### src/rtl/ps2_key_gen.sv
// PS/2 keyboard receiver: turns raw device frames into toggle-flagged key events.
// Define PS2_PARITY_CHECK_EN to reject frames with bad odd parity.
module ps2_key_gen #(
    parameter int TIMEOUT_CYCLES = 48000
) (
    input  logic        clk,
    input  logic        reset,
    input  logic        ps2_clk,
    input  logic        ps2_data,
    output logic [10:0] ps2_key,
    output logic        err
);

    localparam int TW = $clog2(TIMEOUT_CYCLES + 1);
    localparam logic [TW-1:0] TO_LAST = TW'(TIMEOUT_CYCLES - 1);

    typedef enum logic [1:0] {
        IDLE,
        DATA,
        PARITY,
        STOP
    } state_t;

    logic [1:0]    clk_sync_reg;
    logic [1:0]    data_sync_reg;
    logic          clk_prev_reg;
    logic          fall_edge;
    logic          data_s;

    state_t        state_reg;
    logic [2:0]    bit_cnt_reg;
    logic [7:0]    shift_reg;
    logic [TW-1:0] to_cnt_reg;
    logic          ext_flag_reg;
    logic          brk_flag_reg;
    logic [10:0]   ps2_key_reg;
    logic          err_reg;
    logic          frame_ok;

    // Synchronizers reset to 1 so an idle bus never looks like a falling edge.
    always_ff @(posedge clk or posedge reset) begin
        if (reset) begin
            clk_sync_reg  <= 2'b11;
            data_sync_reg <= 2'b11;
            clk_prev_reg  <= 1'b1;
        end else begin
            clk_sync_reg  <= {clk_sync_reg[0], ps2_clk};
            data_sync_reg <= {data_sync_reg[0], ps2_data};
            clk_prev_reg  <= clk_sync_reg[1];
        end
    end

    assign fall_edge = clk_prev_reg & ~clk_sync_reg[1];
    assign data_s    = data_sync_reg[1];

`ifdef PS2_PARITY_CHECK_EN
    logic parity_reg;

    always_ff @(posedge clk or posedge reset) begin
        if (reset) begin
            parity_reg <= 1'b0;
        end else if (fall_edge && state_reg == PARITY) begin
            parity_reg <= data_s;
        end
    end

    // Odd parity: data plus parity bit must carry an odd number of ones.
    assign frame_ok = data_s & (^{shift_reg, parity_reg});
`else
    assign frame_ok = data_s;
`endif

    always_ff @(posedge clk or posedge reset) begin
        if (reset) begin
            state_reg    <= IDLE;
            bit_cnt_reg  <= 3'd0;
            shift_reg    <= 8'd0;
            to_cnt_reg   <= '0;
            ext_flag_reg <= 1'b0;
            brk_flag_reg <= 1'b0;
            ps2_key_reg  <= 11'd0;
            err_reg      <= 1'b0;
        end else begin
            err_reg <= 1'b0;
            if (fall_edge) begin
                to_cnt_reg <= '0;
                case (state_reg)
                    IDLE: begin
                        if (!data_s) begin
                            state_reg   <= DATA;
                            bit_cnt_reg <= 3'd0;
                        end
                    end
                    DATA: begin
                        shift_reg <= {data_s, shift_reg[7:1]};
                        if (bit_cnt_reg == 3'd7) begin
                            state_reg <= PARITY;
                        end else begin
                            bit_cnt_reg <= bit_cnt_reg + 3'd1;
                        end
                    end
                    PARITY: begin
                        state_reg <= STOP;
                    end
                    STOP: begin
                        state_reg <= IDLE;
                        if (!frame_ok) begin
                            err_reg <= 1'b1;
                        end else begin
                            case (shift_reg)
                                8'hE0: ext_flag_reg <= 1'b1;
                                8'hF0: brk_flag_reg <= 1'b1;
                                8'hE1: begin
                                end
                                default: begin
                                    ps2_key_reg  <= {~ps2_key_reg[10], ~brk_flag_reg,
                                                     ext_flag_reg, shift_reg};
                                    ext_flag_reg <= 1'b0;
                                    brk_flag_reg <= 1'b0;
                                end
                            endcase
                        end
                    end
                    default: state_reg <= IDLE;
                endcase
            end else if (state_reg != IDLE) begin
                // Stalled device clock: abandon the partial frame.
                if (to_cnt_reg == TO_LAST) begin
                    state_reg <= IDLE;
                    err_reg   <= 1'b1;
                end else if (to_cnt_reg != '1) begin
                    to_cnt_reg <= to_cnt_reg + TW'(1);
                end
            end
        end
    end

    assign ps2_key = ps2_key_reg;
    assign err     = err_reg;

endmodule

### config.mk
export PLATFORM = sky130hd
export DESIGN_NAME = ps2_key_gen
export DESIGN_NICKNAME = d
export VERILOG_FILES = /design/src/rtl/ps2_key_gen.sv
export SDC_FILE = /design/constraint.sdc
export NUM_CORES = 1
export LEC_CHECK = 0
export ABC_AREA = 1
export CORE_MARGIN = 4
export CORE_UTILIZATION = 45
export CTS_BUF_LIST = sky130_fd_sc_hd__clkbuf_8 sky130_fd_sc_hd__clkbuf_16
export DETAILED_ROUTE_END_ITERATION = 10
export PLACE_DENSITY = 0.62
export SETUP_SLACK_MARGIN = 0.4
export SYNTH_ARGS = -nofsm -noshare
export SYNTH_HDL_FRONTEND = slang
export SYNTH_SLANG_ARGS = --single-unit
### constraint.sdc
create_clock -name clk -period 1.9 [get_ports clk]
set_input_delay 0.19 -clock clk [delete_from_list [all_inputs] [get_ports clk]]
set_output_delay 0.19 -clock clk [all_outputs]
set_load 0.01 [all_outputs]
-- After elaboration in Yosys (flattened, before gate mapping)
Cells that the tools add are included.
- input port bits: 4
- word-level logic and storage cells: 70
- register bits: 48
- $add $sub $neg: 2
- muxes and demuxes: 20
- reduce and logical (&&, ||, !) cells: 16
- eq/ne operators: 14
- bitwise operators: 7
- operators with widths (operator ; count):
    16-bit 2-to-1 mux ; 4
    8-bit equality test (second input constant) ; 3
    4-bit AND reduction ; 5
    16-bit by 1-bit adder with 16-bit output (second input constant) ; 1
    16-bit equality test (second input constant) ; 1
    16-bit != test (second input constant) ; 1
    2-bit 2-to-1 mux ; 5
    2-bit nonzero test ; 5
    2-bit one-hot mux with 4 select lines ; 1
    3-bit 2-to-1 mux ; 2
    2-bit != test (second input constant) ; 3
    3-bit != test (second input constant) ; 2
    1-bit inverter ; 6
    3-bit one-hot mux with 2 select lines ; 1
    1-bit 2-to-1 mux ; 5
    2-bit equality test (second input constant) ; 2
    1-bit one-hot mux with 2 select lines ; 2
    2-bit OR reduction ; 2
    3-bit by 1-bit adder with 3-bit output (second input constant) ; 1
    3-bit equality test (second input constant) ; 1
    3-bit AND reduction ; 1
    3-bit OR reduction ; 1
    2-bit by 1-bit equality test with 1-bit output (second input constant) ; 1
    2-bit zero test ; 1
    2 further kinds ; 2

-- Longest topological paths before layout
Gate-level depths: netlist of the first run.
- depth in word-level cells: 5
- mapped depth: 11
- depth with buffers taken out: 10

-- Worst setup path before layout of the first run
OpenSTA, ideal clock, no wires.
- path type: register to register
- start point: register bit_cnt_reg[0]
- end point: register bit_cnt_reg[0]
- slack: 0.444 ns
- setup time: 0.129 ns
- required time: 1.771 ns
- cell stages (with the launch flop): 8
- data arrival time: 1.328 ns
- path through: dfrtp_1 > ha_1 > ha_1 > or2_2 > nand2_1 > nand2_1 > o21ai_0 > o21ai_0
- cells in the longest elaborated chain, start to end: 3
- ends and longest elaborated chain (element ; RTL line ; source):
    start: declaration ; 31 ; logic [2:0] bit_cnt_reg;
    start signal: assignment ; 99 ; bit_cnt_reg <= bit_cnt_reg + 3'd1;
    3-bit by 1-bit adder with 3-bit output / 3-bit equality test (equally long branches) ; 99, 96 ;
    3-bit 2-to-1 mux / 2-bit != test (equally long branches) ; - ;
    3-bit one-hot mux with 2 select lines / 4-bit AND reduction (equally long branches) ; - ;
Several ways; a longest one is shown, not always the timed one. The select of a mux whose other input is x is not followed.
A chain may end at the register's enable or synchronous reset.

-- Worst setup path after layout of the first run
- start point: register to_cnt_reg[1]
- end point: register to_cnt_reg[14]
- cells in the longest elaborated chain, start to end: 5
- ends and longest elaborated chain (element ; RTL line ; source):
    start: declaration ; 33 ; logic [TW-1:0] to_cnt_reg;
    start signal: assignment ; 132 ; to_cnt_reg <= to_cnt_reg + TW'(1);
    16-bit by 1-bit adder with 16-bit output ; 132 ;
    16-bit 2-to-1 mux ; 131 ; end else if (to_cnt_reg != '1) begin
    16-bit 2-to-1 mux ; 128 ; if (to_cnt_reg == TO_LAST) begin
    16-bit 2-to-1 mux ; 126 ; end else if (state_reg != IDLE) begin
    16-bit 2-to-1 mux ; 85 ; if (fall_edge) begin
Several ways; a longest one is shown, not always the timed one. The select of a mux whose other input is x is not followed.

==> results of run 1 <==
-- layer usage --
metal  up-vias  global-route usage (%)  wire length (um)
met5         -                       0                 0
met2        20                   24.12              2393
met1       938                   22.90              2645
met4         0                   4.485                43
li1       1041                       -                 -
met3         6                   3.145               147
-- placed cells by master (no fill, tap or decap), types with 3 or more instances in the layout --
cell type / n
buf_4: 13
buf_12: 4
o21ai_1: 8
dfrtp_1: 41
inv_2: 5
nand3_1: 12
ha_1: 3
nand2_1: 76
o21ai_2: 15
nand2_2: 14
clkdlybuf4s50_1: 15
nand3_4: 5
nor2_1: 25
inv_1: 28
nand4_1: 3
nor2_4: 5
a21oi_1: 6
o21ai_0: 19
nand2_4: 7
clkbuf_8: 5
dfstp_2: 5
-- through the flow --
step	std cells	setup slack (ns)	cell area, um2	hold slack, ns
floorplan	302	0.4435	2477	0.1945
global placement	384	0.2080	2720	0.3461
detailed placement	384	0.1782	2720	0.3479
CTS	400	0.3448	2938	0.1963
global route	408	0.2113	3161	0.2100
finish	408	0.3417	3161	0.1840
-- cells by family (layout without fill, tap and decap cells) --
family / Yosys count / in the layout
AO/OA/AOI/OAI: 53 / 53
XOR/XNOR: 1 / 1
flip-flops: 48 / 48
buffers and inverters: 41 / 74
AND/OR/NAND/NOR: 152 / 155
adder cells (fa/ha/maj): 7 / 7
-- power by group through the flow --
stage | registers (uW) | clock network [uW] | logic [uW]
after global placement | 1240 | 0 | 611
after global routing | 1250 | 657 | 1020
after floorplan | 1220 | 0 | 502
after detailed placement | 1240 | 0 | 624
final | 1240 | 592 | 917
after CTS | 1210 | 610 | 800
-- Yosys cell counts, drive strengths merged --
cell | number | area (um2)
nand2 | 97 | 384.1
o21ai | 42 | 259.0
nand3b | 1 | 7.510
xnor2 | 1 | 8.760
nand4 | 3 | 18.77
clkbuf | 2 | 8.750
o211ai | 1 | 7.510
nor3 | 1 | 5.000
a21oi | 6 | 30.03
nand3 | 16 | 90.09
inv | 33 | 126.4
dfstp | 5 | 131.4
or2 | 2 | 12.51
ha | 7 | 87.58
o21bai | 2 | 15.01
nor2 | 32 | 147.6
o22ai | 1 | 6.260
buf | 6 | 48.79
dfrtp | 43 | 1076
a31oi | 1 | 6.260
-- worst paths after layout --
kind / from / end / slack (ns) / cells past startpoint
min reg2reg: data_sync_reg[0] / data_sync_reg[1] / 0.36 / 0
max: to_cnt_reg[1] / to_cnt_reg[14] / 0.34 / 11
max in group asynchronous: reset / clk_sync_reg[1] / 1.15 / 3
min: reset / to_cnt_reg[7] / 0.18 / 2
min in group clk: ps2_data / data_sync_reg[0] / 0.29 / 1
max reg2reg: to_cnt_reg[1] / to_cnt_reg[14] / 0.34 / 11
-- layout make-up --
type                       instances  area, um2
tap                               70      87.58
inverter                          33      131.4
timing repair buffer              33      355.3
clock buffer                       5      68.82
fill                             455       2044
clock inverter                     3      16.27
multi-input combinational        216       1291
sequential                        48       1210
-- worst max-delay path, delay by kind of cell (launching register included) --
family / cells / cell delay [ns]
and+or+nand+nor: 8 / 0.69
DFF: 1 / 0.40
adders and majority gates: 1 / 0.17
buffers and inverters: 2 / 0.19
-- repair_timing --
action / 4_1_cts / 5_1_grt
pin swaps: 5 / 13
endpoints found under the setup margin: 41 / 33
setup buffers: 7 / 5
cloned: 1 / 3
resized for setup: 16 / 44
==> run_summary.xml, run 1 <==
<?xml version="1.0" encoding="UTF-8"?>
<metrics>
  <group name="cts">
    <metric name="cts_tree" unit="">built</metric>
    <metric name="cts-hold-fix-buffers" unit="">0</metric>
    <metric name="cts-buffers-inserted" unit="">5</metric>
    <metric name="clock_sink_count" unit="">48</metric>
    <metric name="clock_tree.buffer_depth" unit="">2</metric>
    <metric name="clkLatencyLatePin" unit="ns">0.30</metric>
    <metric name="worst_setup_hold_path_clk_slew" unit="ns">0.09</metric>
    <metric name="clock_tree.root_cell" unit="">clkbuf_8</metric>
    <metric name="htree_levels" unit="">2</metric>
  </group>
  <group name="floorplan">
    <metric name="io_pins" unit="">16</metric>
    <metric name="row_count" unit="">26</metric>
    <metric name="die_width" unit="um">82.20</metric>
    <metric name="die_area" unit="um2">6756</metric>
    <metric name="floorplan.die.height" unit="um">82.20</metric>
    <metric name="initial_core_util" unit="%">47.60</metric>
    <metric name="core_area" unit="um2">5205</metric>
  </group>
  <group name="logic_synthesis">
    <metric name="post_synth.cell_area_avg" unit="um2">8.203</metric>
    <metric name="synthesized_net_count" unit="">313</metric>
    <metric name="yosys-mux-area-fraction" unit="%">0</metric>
    <metric name="synth.lib_cells_used.distinct" unit="">31</metric>
    <metric name="netlist_area" unit="um2">2477</metric>
    <metric name="synth_top_family_by_area" unit="">simple AND/OR/NAND/NOR gates</metric>
    <metric name="synthSimpleGateAreaFrac" unit="%">26.87</metric>
    <metric name="post_synth_xor_area_fraction" unit="%">0.3535</metric>
    <metric name="synthCells" unit="">302</metric>
    <metric name="synth_fa_ha_area_share" unit="%">3.535</metric>
    <metric name="synth_compound_gate_area_share" unit="%">13.08</metric>
    <metric name="synth-warning-count" unit="">0</metric>
    <metric name="ys_seq_area_share" unit="%">48.74</metric>
    <metric name="yosys_register_bits" unit="">48</metric>
  </group>
  <group name="worst_setup_path">
    <metric name="critPathRequiredTime" unit="ns">2.09</metric>
    <metric name="worst-setup-path-type" unit="">flop to flop</metric>
    <metric name="worst_setup_path_end_kind" unit="">flop</metric>
    <metric name="critical_path.max_fanout" unit="">7</metric>
    <metric name="critical_path.slowest_cell" unit="">dfrtp_1</metric>
    <metric name="max_stage_delay" unit="ns">0.40</metric>
    <metric name="worst_ep_arrival_time" unit="ns">1.75</metric>
    <metric name="timing.critical_path.from_type" unit="">flop</metric>
    <metric name="worstPathCellList" unit="">ha_4, nand2_4, nor2_4, nand2_4, nor2_4, nand2_2, nand3_4, buf_12, inv_8, nand2_2, nand2_1</metric>
  </group>
  <group name="worst_hold_path">
    <metric name="hold_class" unit="">input pin to async pin</metric>
  </group>
  <group name="global_route">
    <metric name="number_of_global_route_vias_before_repair" unit="">1796</metric>
    <metric name="gr-usage-all-layers" unit="%">15.86</metric>
    <metric name="global_route.overflow_total" unit="">0</metric>
    <metric name="antenna_violations_before_repair" unit="">0</metric>
    <metric name="grt_pass1_wl" unit="mm">8.342</metric>
    <metric name="grt_max_degree" unit="">34</metric>
  </group>
  <group name="sta">
    <metric name="final.min_clock_period" unit="ns">1.558</metric>
    <metric name="timing_max_transition_violations_final" unit="">0</metric>
    <metric name="setup-violations-final" unit="">0</metric>
    <metric name="fmax" unit="MHz">641.7</metric>
    <metric name="report.final.hold_viol_count" unit="">0</metric>
    <metric name="layout_worst_path_cycle_share" unit="%">82.02</metric>
    <metric name="clock_skew" unit="ns">0.007232</metric>
    <metric name="worst-slew-pin-transition" unit="ns">0.3807</metric>
    <metric name="max-slew-margin-rel" unit="%">74.58</metric>
    <metric name="fin_setup_tns" unit="ns">0</metric>
    <metric name="rsz0062_at_grt" unit="">yes</metric>
  </group>
  <group name="place">
    <metric name="gp_routability_congestion" unit="">0.8367</metric>
    <metric name="total_half_perimeter_wirelength_after_legalization_and_detailed_placement" unit="mm">3.372</metric>
    <metric name="buffer_ports.inserted" unit="">15</metric>
  </group>
  <group name="route">
    <metric name="detail_route.wirelength" unit="mm">5.230</metric>
    <metric name="drtIter0Drc" unit="">145</metric>
    <metric name="wl_per_cell" unit="um">12.82</metric>
    <metric name="detail_route.first_pass.iterations" unit="">4</metric>
    <metric name="detailroute.via_count" unit="">2005</metric>
    <metric name="drt_drc_violations_left" unit="">0</metric>
    <metric name="route.detailed.vias_per_inst" unit="">4.914</metric>
    <metric name="antenna_left" unit="">0</metric>
  </group>
  <group name="layout">
    <metric name="nNetsFinal" unit="">348</metric>
    <metric name="final_layout_size_suffix_gt1_share" unit="%">28.11</metric>
    <metric name="utilization" unit="%">60.72</metric>
    <metric name="largest_register_ffs" unit="">16</metric>
    <metric name="antennaDiodeCount" unit="">0</metric>
    <metric name="area_delta_synth_final" unit="%">27.58</metric>
  </group>
  <group name="power">
    <metric name="pwr-share-seq" unit="%">45.1</metric>
    <metric name="cellPowerDensity" unit="nW/um2">868.9</metric>
    <metric name="total_switching_power" unit="uW">943.7</metric>
    <metric name="internal_power" unit="uW">1802</metric>
    <metric name="power_leakage" unit="uW">0.001416</metric>
    <metric name="finalPower" unit="uW">2746</metric>
    <metric name="ir_worst_vdd" unit="V">0.0005787</metric>
    <metric name="comb_power_share" unit="%">33.4</metric>
    <metric name="power.share.switching" unit="%">34.36</metric>
    <metric name="power.share.clock" unit="%">21.5</metric>
  </group>
  <group name="job">
    <metric name="maxCapViolations" unit="">0</metric>
  </group>
  <group name="outcome">
    <metric name="status" unit="">complete, no violations</metric>
  </group>
</metrics>
No activity file was read; power rests on OpenSTA's default activity.
==> run 2, diff against run 1 <==
--- a/config.mk
+++ b/config.mk
@@ -10,7 +10,7 @@
 export CORE_UTILIZATION = 45
 export CTS_BUF_LIST = sky130_fd_sc_hd__clkbuf_8 sky130_fd_sc_hd__clkbuf_16
 export DETAILED_ROUTE_END_ITERATION = 10
-export PLACE_DENSITY = 0.62
+export PLACE_DENSITY = 0.65
 export SETUP_SLACK_MARGIN = 0.4
 export SYNTH_ARGS = -nofsm -noshare
 export SYNTH_HDL_FRONTEND = slang
==> constraint.sdc (replaced) <==
create_clock -name clk -period 1.4 [get_ports clk]
set_input_delay 0.14 -clock clk [delete_from_list [all_inputs] [get_ports clk]]
set_output_delay 0.14 -clock clk [all_outputs]
set_load 0.01 [all_outputs]
==> run_summary.xml, run 2 (same netlist as run 1, synthesis figures left out) <==
<?xml version="1.0" encoding="UTF-8"?>
<metrics>
  <group name="route">
    <metric name="antenna_left" unit="">0</metric>
    <metric name="drtIter0Drc" unit="">99</metric>
    <metric name="maxUsedRoutingLayer" unit="">met4</metric>
    <metric name="met1Wirelength" unit="mm">2.871</metric>
    <metric name="drt_drc_violations_left" unit="">0</metric>
    <metric name="wl_per_cell" unit="um">14.34</metric>
    <metric name="detailroute.via_count" unit="">2241</metric>
    <metric name="detail_route.first_pass.iterations" unit="">5</metric>
    <metric name="route.met3.wl" unit="um">202</metric>
    <metric name="route.detailed.vias_per_inst" unit="">5.025</metric>
    <metric name="detail_route.wirelength" unit="mm">6.397</metric>
    <metric name="met2_length" unit="mm">3.237</metric>
  </group>
  <group name="place">
    <metric name="dpl-instance-area" unit="um2">3047</metric>
    <metric name="buffer_ports.inserted" unit="">15</metric>
    <metric name="gp_routability_congestion" unit="">0.8083</metric>
    <metric name="total_half_perimeter_wirelength_after_legalization_and_detailed_placement" unit="mm">3.675</metric>
  </group>
  <group name="global_route">
    <metric name="global_route.overflow_total" unit="">0</metric>
    <metric name="grt_max_degree" unit="">27</metric>
    <metric name="grt_pass1_wl" unit="mm">9.936</metric>
    <metric name="antenna_violations_before_repair" unit="">0</metric>
    <metric name="gr-usage-all-layers" unit="%">19.32</metric>
    <metric name="number_of_global_route_vias_before_repair" unit="">2144</metric>
  </group>
  <group name="floorplan">
    <metric name="row_count" unit="">26</metric>
    <metric name="initial_core_util" unit="%">47.60</metric>
    <metric name="core_area" unit="um2">5205</metric>
    <metric name="die_area" unit="um2">6756</metric>
    <metric name="die_width" unit="um">82.20</metric>
    <metric name="floorplan.die.height" unit="um">82.20</metric>
    <metric name="io_pins" unit="">16</metric>
  </group>
  <group name="worst_setup_path">
    <metric name="setup.worst_path.start" unit="">to_cnt_reg[0]</metric>
    <metric name="worst_ep_arrival_time" unit="ns">1.74</metric>
    <metric name="timing.critical_path.from_type" unit="">flop</metric>
    <metric name="worst_r2r_src" unit="">to_cnt_reg[0]</metric>
    <metric name="critical_path.endpoint" unit="">to_cnt_reg[13]</metric>
    <metric name="r2r_slack" unit="ns">-0.13</metric>
    <metric name="reg2reg_to" unit="">to_cnt_reg[13]</metric>
    <metric name="worst_setup_path_end_kind" unit="">flop</metric>
    <metric name="critPathRequiredTime" unit="ns">1.61</metric>
    <metric name="worst-setup-path-type" unit="">flop to flop</metric>
    <metric name="r2r_cells" unit="">11</metric>
    <metric name="critical_path.max_fanout" unit="">8</metric>
  </group>
  <group name="sta">
    <metric name="worst-slew-pin-transition" unit="ns">0.3771</metric>
    <metric name="fmax" unit="MHz">653.1</metric>
    <metric name="final_setup_slack_of_the_worst_path" unit="ns">-0.1312</metric>
    <metric name="max-slew-margin-rel" unit="%">74.69</metric>
    <metric name="fin_setup_tns" unit="ns">-2.115</metric>
    <metric name="report.final.hold_viol_count" unit="">0</metric>
    <metric name="layout_worst_path_cycle_share" unit="%">109.4</metric>
    <metric name="setup-violations-final" unit="">28</metric>
    <metric name="final.min_clock_period" unit="ns">1.531</metric>
    <metric name="rsz0062_at_grt" unit="">yes</metric>
    <metric name="timing_max_transition_violations_final" unit="">0</metric>
    <metric name="clock_skew" unit="ns">0.009255</metric>
  </group>
  <group name="layout">
    <metric name="area_delta_synth_final" unit="%">46.82</metric>
    <metric name="layout_common_cells" unit="">nand2_1, buf_4, dfrtp_1</metric>
    <metric name="nNetsFinal" unit="">386</metric>
    <metric name="layout_commonest_cell" unit="">nand2_1</metric>
    <metric name="antennaDiodeCount" unit="">0</metric>
    <metric name="final_cell_area" unit="um2">3637</metric>
    <metric name="final_layout_size_suffix_gt1_share" unit="%">47.07</metric>
    <metric name="largest_register_ffs" unit="">16</metric>
  </group>
  <group name="job">
    <metric name="maxCapViolations" unit="">0</metric>
  </group>
  <group name="cts">
    <metric name="cts-buffers-inserted" unit="">5</metric>
    <metric name="clock_sink_count" unit="">48</metric>
    <metric name="clock_tree.root_cell" unit="">clkbuf_8</metric>
    <metric name="cts_tree" unit="">built</metric>
    <metric name="clock_tree.buffer_depth" unit="">2</metric>
    <metric name="worst_setup_hold_path_clk_slew" unit="ns">0.10</metric>
    <metric name="htree_levels" unit="">2</metric>
    <metric name="clkLatencyLatePin" unit="ns">0.31</metric>
    <metric name="cts-hold-fix-buffers" unit="">0</metric>
  </group>
  <group name="power">
    <metric name="power_leakage" unit="uW">0.001674</metric>
    <metric name="ir_worst_vdd" unit="V">0.0007170</metric>
    <metric name="finalPower" unit="uW">4083</metric>
    <metric name="cellPowerDensity" unit="nW/um2">1123</metric>
  </group>
  <group name="worst_hold_path">
    <metric name="hold_class" unit="">input pin to async pin</metric>
  </group>
  <group name="outcome">
    <metric name="status" unit="">complete, but fails checks</metric>
    <metric name="failed_checks" unit="">negative setup slack</metric>
  </group>
</metrics>
-- run 2: cell types whose count changed in the layout (fill, tap and decap cells not counted), moves of 4 or more --
cell,change
buf_4,+30
nand2_1,-15
o21ai_0,-13
buf_2,+12
clkdlybuf4s50_1,-12
nand2_2,+9
o21ai_2,+9
nand2_4,+5
buf_6,+4
nor2_1,-4
nor2_2,+4
o21ai_1,+4
-- run 2: worst min path at each step --
stage	from	end	slack, ns
3_5_place_dp	clk_sync_reg[0]	clk_sync_reg[1]	0.35
3_3_place_gp	clk_sync_reg[0]	clk_sync_reg[1]	0.35
2_1_floorplan	ps2_clk	clk_sync_reg[0]	0.14
5_1_grt	ps2_data	data_sync_reg[0]	0.23
6_report	reset	shift_reg[4]	0.23
4_1_cts	ps2_data	data_sync_reg[0]	0.23
-- run 2: area by class of cell --
type                    instances  area, um2
multi-input cells             217       1485
inverters                      33      140.1
clock buffers                   5      68.82
clock inverters                 3      16.27
flip-flops and latches         48       1209
fillers                       382       1568
repair buffers                 70      630.6
well taps                      70      87.58
-- run 2: repair_timing --
action                                 4_1_cts  5_1_grt
resized for setup                           89       48
setup buffers                               10        5
endpoints found under the hold margin        0        0
pin swaps                                   16       21
setup endpoints to repair                   55       52
gates cloned                                 5        1
-- run 2: per-layer routing --
layer	global-route usage, %	vias up
met4	5.316	0
met2	31.09	33
met5	0	-
met1	26.09	1075
met3	4.447	8
li1	-	1125
-- run 2: stage by stage --
step	instances	setup slack (ns)	hold WS, ns	utilization [%]
global route	446	-0.2239	0.2317	69.88
detailed placement	417	-0.1323	0.3479	58.53
finish	446	-0.1312	0.2312	69.88
CTS	440	-0.1119	0.2288	65.43
global placement	417	-0.1264	0.3475	58.53
floorplan	302	-0.04598	0.1445	-
-- run 2: worst max-delay path, stage by stage (launching register included) --
cell and delay, ns:
dfrtp_1 0.37, ha_2 0.19, nand2_2 0.07, nor2_4 0.17, nand2_4 0.08, nor2_4 0.09, nand2_2 0.06, nand3_4 0.13
buf_12 0.15, inv_8 0.04, nand2_1 0.04, nand2_1 0.04
-- run 2: where the power goes --
group	total [uW]	internal (uW)	switching [uW]
clock network	836	343	492
logic	1570	704	870
registers	1670	1540	135
total	4080	2590	1500
==> run 3, diff against run 2 <==
--- a/config.mk
+++ b/config.mk
@@ -9,7 +9,9 @@
 export CORE_MARGIN = 4
 export CORE_UTILIZATION = 45
 export CTS_BUF_LIST = sky130_fd_sc_hd__clkbuf_8 sky130_fd_sc_hd__clkbuf_16
+export CTS_CLUSTER_DIAMETER = 120
 export DETAILED_ROUTE_END_ITERATION = 10
+export MAX_ROUTING_LAYER = met4
 export PLACE_DENSITY = 0.65
 export SETUP_SLACK_MARGIN = 0.4
 export SYNTH_ARGS = -nofsm -noshare
==> constraint.sdc (replaced) <==
create_clock -name clk -period 1.4 [get_ports clk]
set_input_delay 0.21 -clock clk [delete_from_list [all_inputs] [get_ports clk]]
set_output_delay 0.21 -clock clk [all_outputs]
set_load 0.01 [all_outputs]
==> run_summary.xml, run 3 (same netlist as run 1, synthesis figures left out) <==
<?xml version="1.0" encoding="UTF-8"?>
<metrics>
  <group name="outcome">
    <metric name="status" unit="">complete, but fails checks</metric>
    <metric name="failed_checks" unit="">negative setup slack</metric>
  </group>
  <group name="sta">
    <metric name="timing_max_transition_violations_final" unit="">0</metric>
    <metric name="final.min_clock_period" unit="ns">1.531</metric>
    <metric name="worst-slew-pin-transition" unit="ns">0.3151</metric>
    <metric name="final_setup_slack_of_the_worst_path" unit="ns">-0.1314</metric>
    <metric name="rsz0062_at_grt" unit="">yes</metric>
    <metric name="fin_setup_tns" unit="ns">-2.577</metric>
    <metric name="max-slew-margin-rel" unit="%">78.95</metric>
    <metric name="report.final.hold_viol_count" unit="">0</metric>
    <metric name="setup-violations-final" unit="">33</metric>
    <metric name="layout_worst_path_cycle_share" unit="%">109.4</metric>
    <metric name="fmax" unit="MHz">653.0</metric>
    <metric name="clock_skew" unit="ns">0.009239</metric>
  </group>
  <group name="worst_setup_path">
    <metric name="worst_ep_arrival_time" unit="ns">1.76</metric>
    <metric name="worstPathBufferInverterCount" unit="">1</metric>
    <metric name="critical_path.max_fanout" unit="">22</metric>
    <metric name="worst-setup-path-type" unit="">flop to flop</metric>
    <metric name="worst_setup_path_end_kind" unit="">flop</metric>
    <metric name="critPathRequiredTime" unit="ns">1.63</metric>
    <metric name="critical_path.slowest_cell" unit="">dfrtp_1</metric>
    <metric name="cp_top_family" unit="">simple AND/OR/NAND/NOR gates</metric>
    <metric name="worstPathCellList" unit="">ha_2, nand2_2, nor2_4, nand2_4, nor2_4, nand2_2, nand3_4, buf_12, nand2_1, o21ai_2</metric>
    <metric name="timing.critical_path.from_type" unit="">flop</metric>
    <metric name="max_stage_delay" unit="ns">0.36</metric>
  </group>
  <group name="route">
    <metric name="detail_route.first_pass.iterations" unit="">4</metric>
    <metric name="wl_per_cell" unit="um">13.67</metric>
    <metric name="route.detailed.vias_per_inst" unit="">5.031</metric>
    <metric name="drtIter0Drc" unit="">84</metric>
    <metric name="detailroute.via_count" unit="">2244</metric>
    <metric name="drt_drc_violations_left" unit="">0</metric>
    <metric name="antenna_left" unit="">0</metric>
    <metric name="detail_route.wirelength" unit="mm">6.096</metric>
  </group>
  <group name="global_route">
    <metric name="gr-usage-all-layers" unit="%">20.56</metric>
    <metric name="global_route.overflow_total" unit="">0</metric>
    <metric name="antenna_violations_before_repair" unit="">0</metric>
    <metric name="number_of_global_route_vias_before_repair" unit="">2306</metric>
    <metric name="grt_max_degree" unit="">23</metric>
    <metric name="grt_pass1_wl" unit="mm">10.39</metric>
  </group>
  <group name="floorplan">
    <metric name="io_pins" unit="">16</metric>
    <metric name="initial_core_util" unit="%">47.60</metric>
    <metric name="row_count" unit="">26</metric>
    <metric name="core_area" unit="um2">5205</metric>
    <metric name="die_width" unit="um">82.20</metric>
    <metric name="floorplan.die.height" unit="um">82.20</metric>
    <metric name="die_area" unit="um2">6756</metric>
  </group>
  <group name="cts">
    <metric name="clock_tree.buffer_depth" unit="">2</metric>
    <metric name="htree_levels" unit="">2</metric>
    <metric name="clock_sink_count" unit="">48</metric>
    <metric name="clock_tree.root_cell" unit="">clkbuf_8</metric>
    <metric name="cts-buffers-inserted" unit="">5</metric>
    <metric name="cts-hold-fix-buffers" unit="">0</metric>
    <metric name="clkLatencyLatePin" unit="ns">0.30</metric>
    <metric name="worst_setup_hold_path_clk_slew" unit="ns">0.10</metric>
    <metric name="cts_tree" unit="">built</metric>
  </group>
  <group name="layout">
    <metric name="final_layout_size_suffix_gt1_share" unit="%">46.81</metric>
    <metric name="layout_common_cells" unit="">nand2_1, buf_4, dfrtp_1</metric>
    <metric name="largest_register_ffs" unit="">16</metric>
    <metric name="antennaDiodeCount" unit="">0</metric>
    <metric name="fillers" unit="">400</metric>
    <metric name="layout.cells.non_filler" unit="">446</metric>
    <metric name="nNetsFinal" unit="">386</metric>
    <metric name="area_delta_synth_final" unit="%">45.10</metric>
    <metric name="layout_commonest_cell" unit="">nand2_1</metric>
  </group>
  <group name="power">
    <metric name="comb_power_share" unit="%">34.0</metric>
    <metric name="total_switching_power" unit="uW">1401</metric>
    <metric name="pwr-share-seq" unit="%">40.2</metric>
    <metric name="internal_power" unit="uW">2716</metric>
    <metric name="power_leakage" unit="uW">0.001677</metric>
    <metric name="power.share.clock" unit="%">25.8</metric>
    <metric name="ir_worst_vdd" unit="V">0.001168</metric>
    <metric name="power.share.switching" unit="%">34.03</metric>
    <metric name="finalPower" unit="uW">4116</metric>
    <metric name="cellPowerDensity" unit="nW/um2">1145</metric>
  </group>
  <group name="place">
    <metric name="post-place-cells" unit="">417</metric>
    <metric name="gp_routability_congestion" unit="">0.8361</metric>
    <metric name="total_half_perimeter_wirelength_after_legalization_and_detailed_placement" unit="mm">3.791</metric>
    <metric name="dp_slack" unit="ns">-0.1318</metric>
    <metric name="buffer_ports.inserted" unit="">15</metric>
  </group>
  <group name="worst_hold_path">
    <metric name="hold_class" unit="">input pin to async pin</metric>
  </group>
  <group name="job">
    <metric name="maxCapViolations" unit="">0</metric>
  </group>
</metrics>
run 3: changes by cell type in the layout (fill, tap and decap cells not counted), moves of 2 or more:
cell | previous run | this run
ha_4 | 4 | 1
buf_4 | 43 | 45
ha_2 | 2 | 4
inv_1 | 28 | 26
nand2_2 | 23 | 25
nand2_4 | 12 | 10
o21ai_1 | 12 | 14
run 3: layout make-up:
cell class	instances	area, um2	share of cell area (%)
sequential	48	1207	33.59
timing repair buffer	70	601.8	16.74
clock buffer	6	82.58	2.297
tap	70	87.58	2.436
multi-input combinational	217	1439	40.03
inverter	33	137.6	3.829
clock inverter	2	38.79	1.079
run 3: path summary, 6_finish.rpt:
kind	from	end	cells past startpoint	slack, ns
worst max-delay path	to_cnt_reg[1]	to_cnt_reg[11]	10	-0.13
worst min-delay path	reset	shift_reg[0]	2	0.22
worst max register to register	to_cnt_reg[1]	to_cnt_reg[11]	10	-0.13
worst min register to register	clk_sync_reg[0]	clk_sync_reg[1]	0	0.36
max in group asynchronous	reset	clk_sync_reg[1]	3	0.71
min in group clk	ps2_data	data_sync_reg[0]	1	0.31
run 3: worst register-to-register path: cells and delay by family, from the launching register on:
family,cells,cell delay [ns]
buffers and inverters,1,0.18
AOI/OAI and AO/OA,1,0.06
adders and majority gates,1,0.18
and+or+nand+nor,7,0.68
DFF,1,0.36
run 3: power by group through the flow:
stage,clock network [uW],registers [uW],logic [uW]
after floorplan,0,1660,747
after global placement,0,1660,1080
after detailed placement,0,1670,1100
after CTS,1080,1640,1250
after global routing,1160,1680,1530
final,1060,1660,1400
run 3: layer usage:
metal	GRT usage (%)	share of wire, %
met2	33.25	50
met5	-	0
met1	25.74	44
met3	3.579	3.6
met4	7.807	1.8
run 3: through the flow:
| step | util (%) | hold slack, ns | cell area, um2 |
|---|---|---|---|
| after detailed placement | 58.53 | 0.3488 | 3047 |
| after CTS | 64.95 | 0.2345 | 3381 |
| after global placement | 58.53 | 0.3480 | 3047 |
| after floorplan | - | 0.2145 | 2559 |
| after global routing | 69.06 | 0.2263 | 3595 |
| final | 69.06 | 0.2241 | 3595 |
run 3: repair_timing:
| item | CTS | global route |
|---|---|---|
| gates cloned | 4 | 0 |
| hold endpoints to repair | 0 | 0 |
| pin swaps | 15 | 15 |
| gates resized for setup | 80 | 47 |
| buffers inserted | 9 | 8 |
| endpoints found under the setup margin | 55 | 55 |
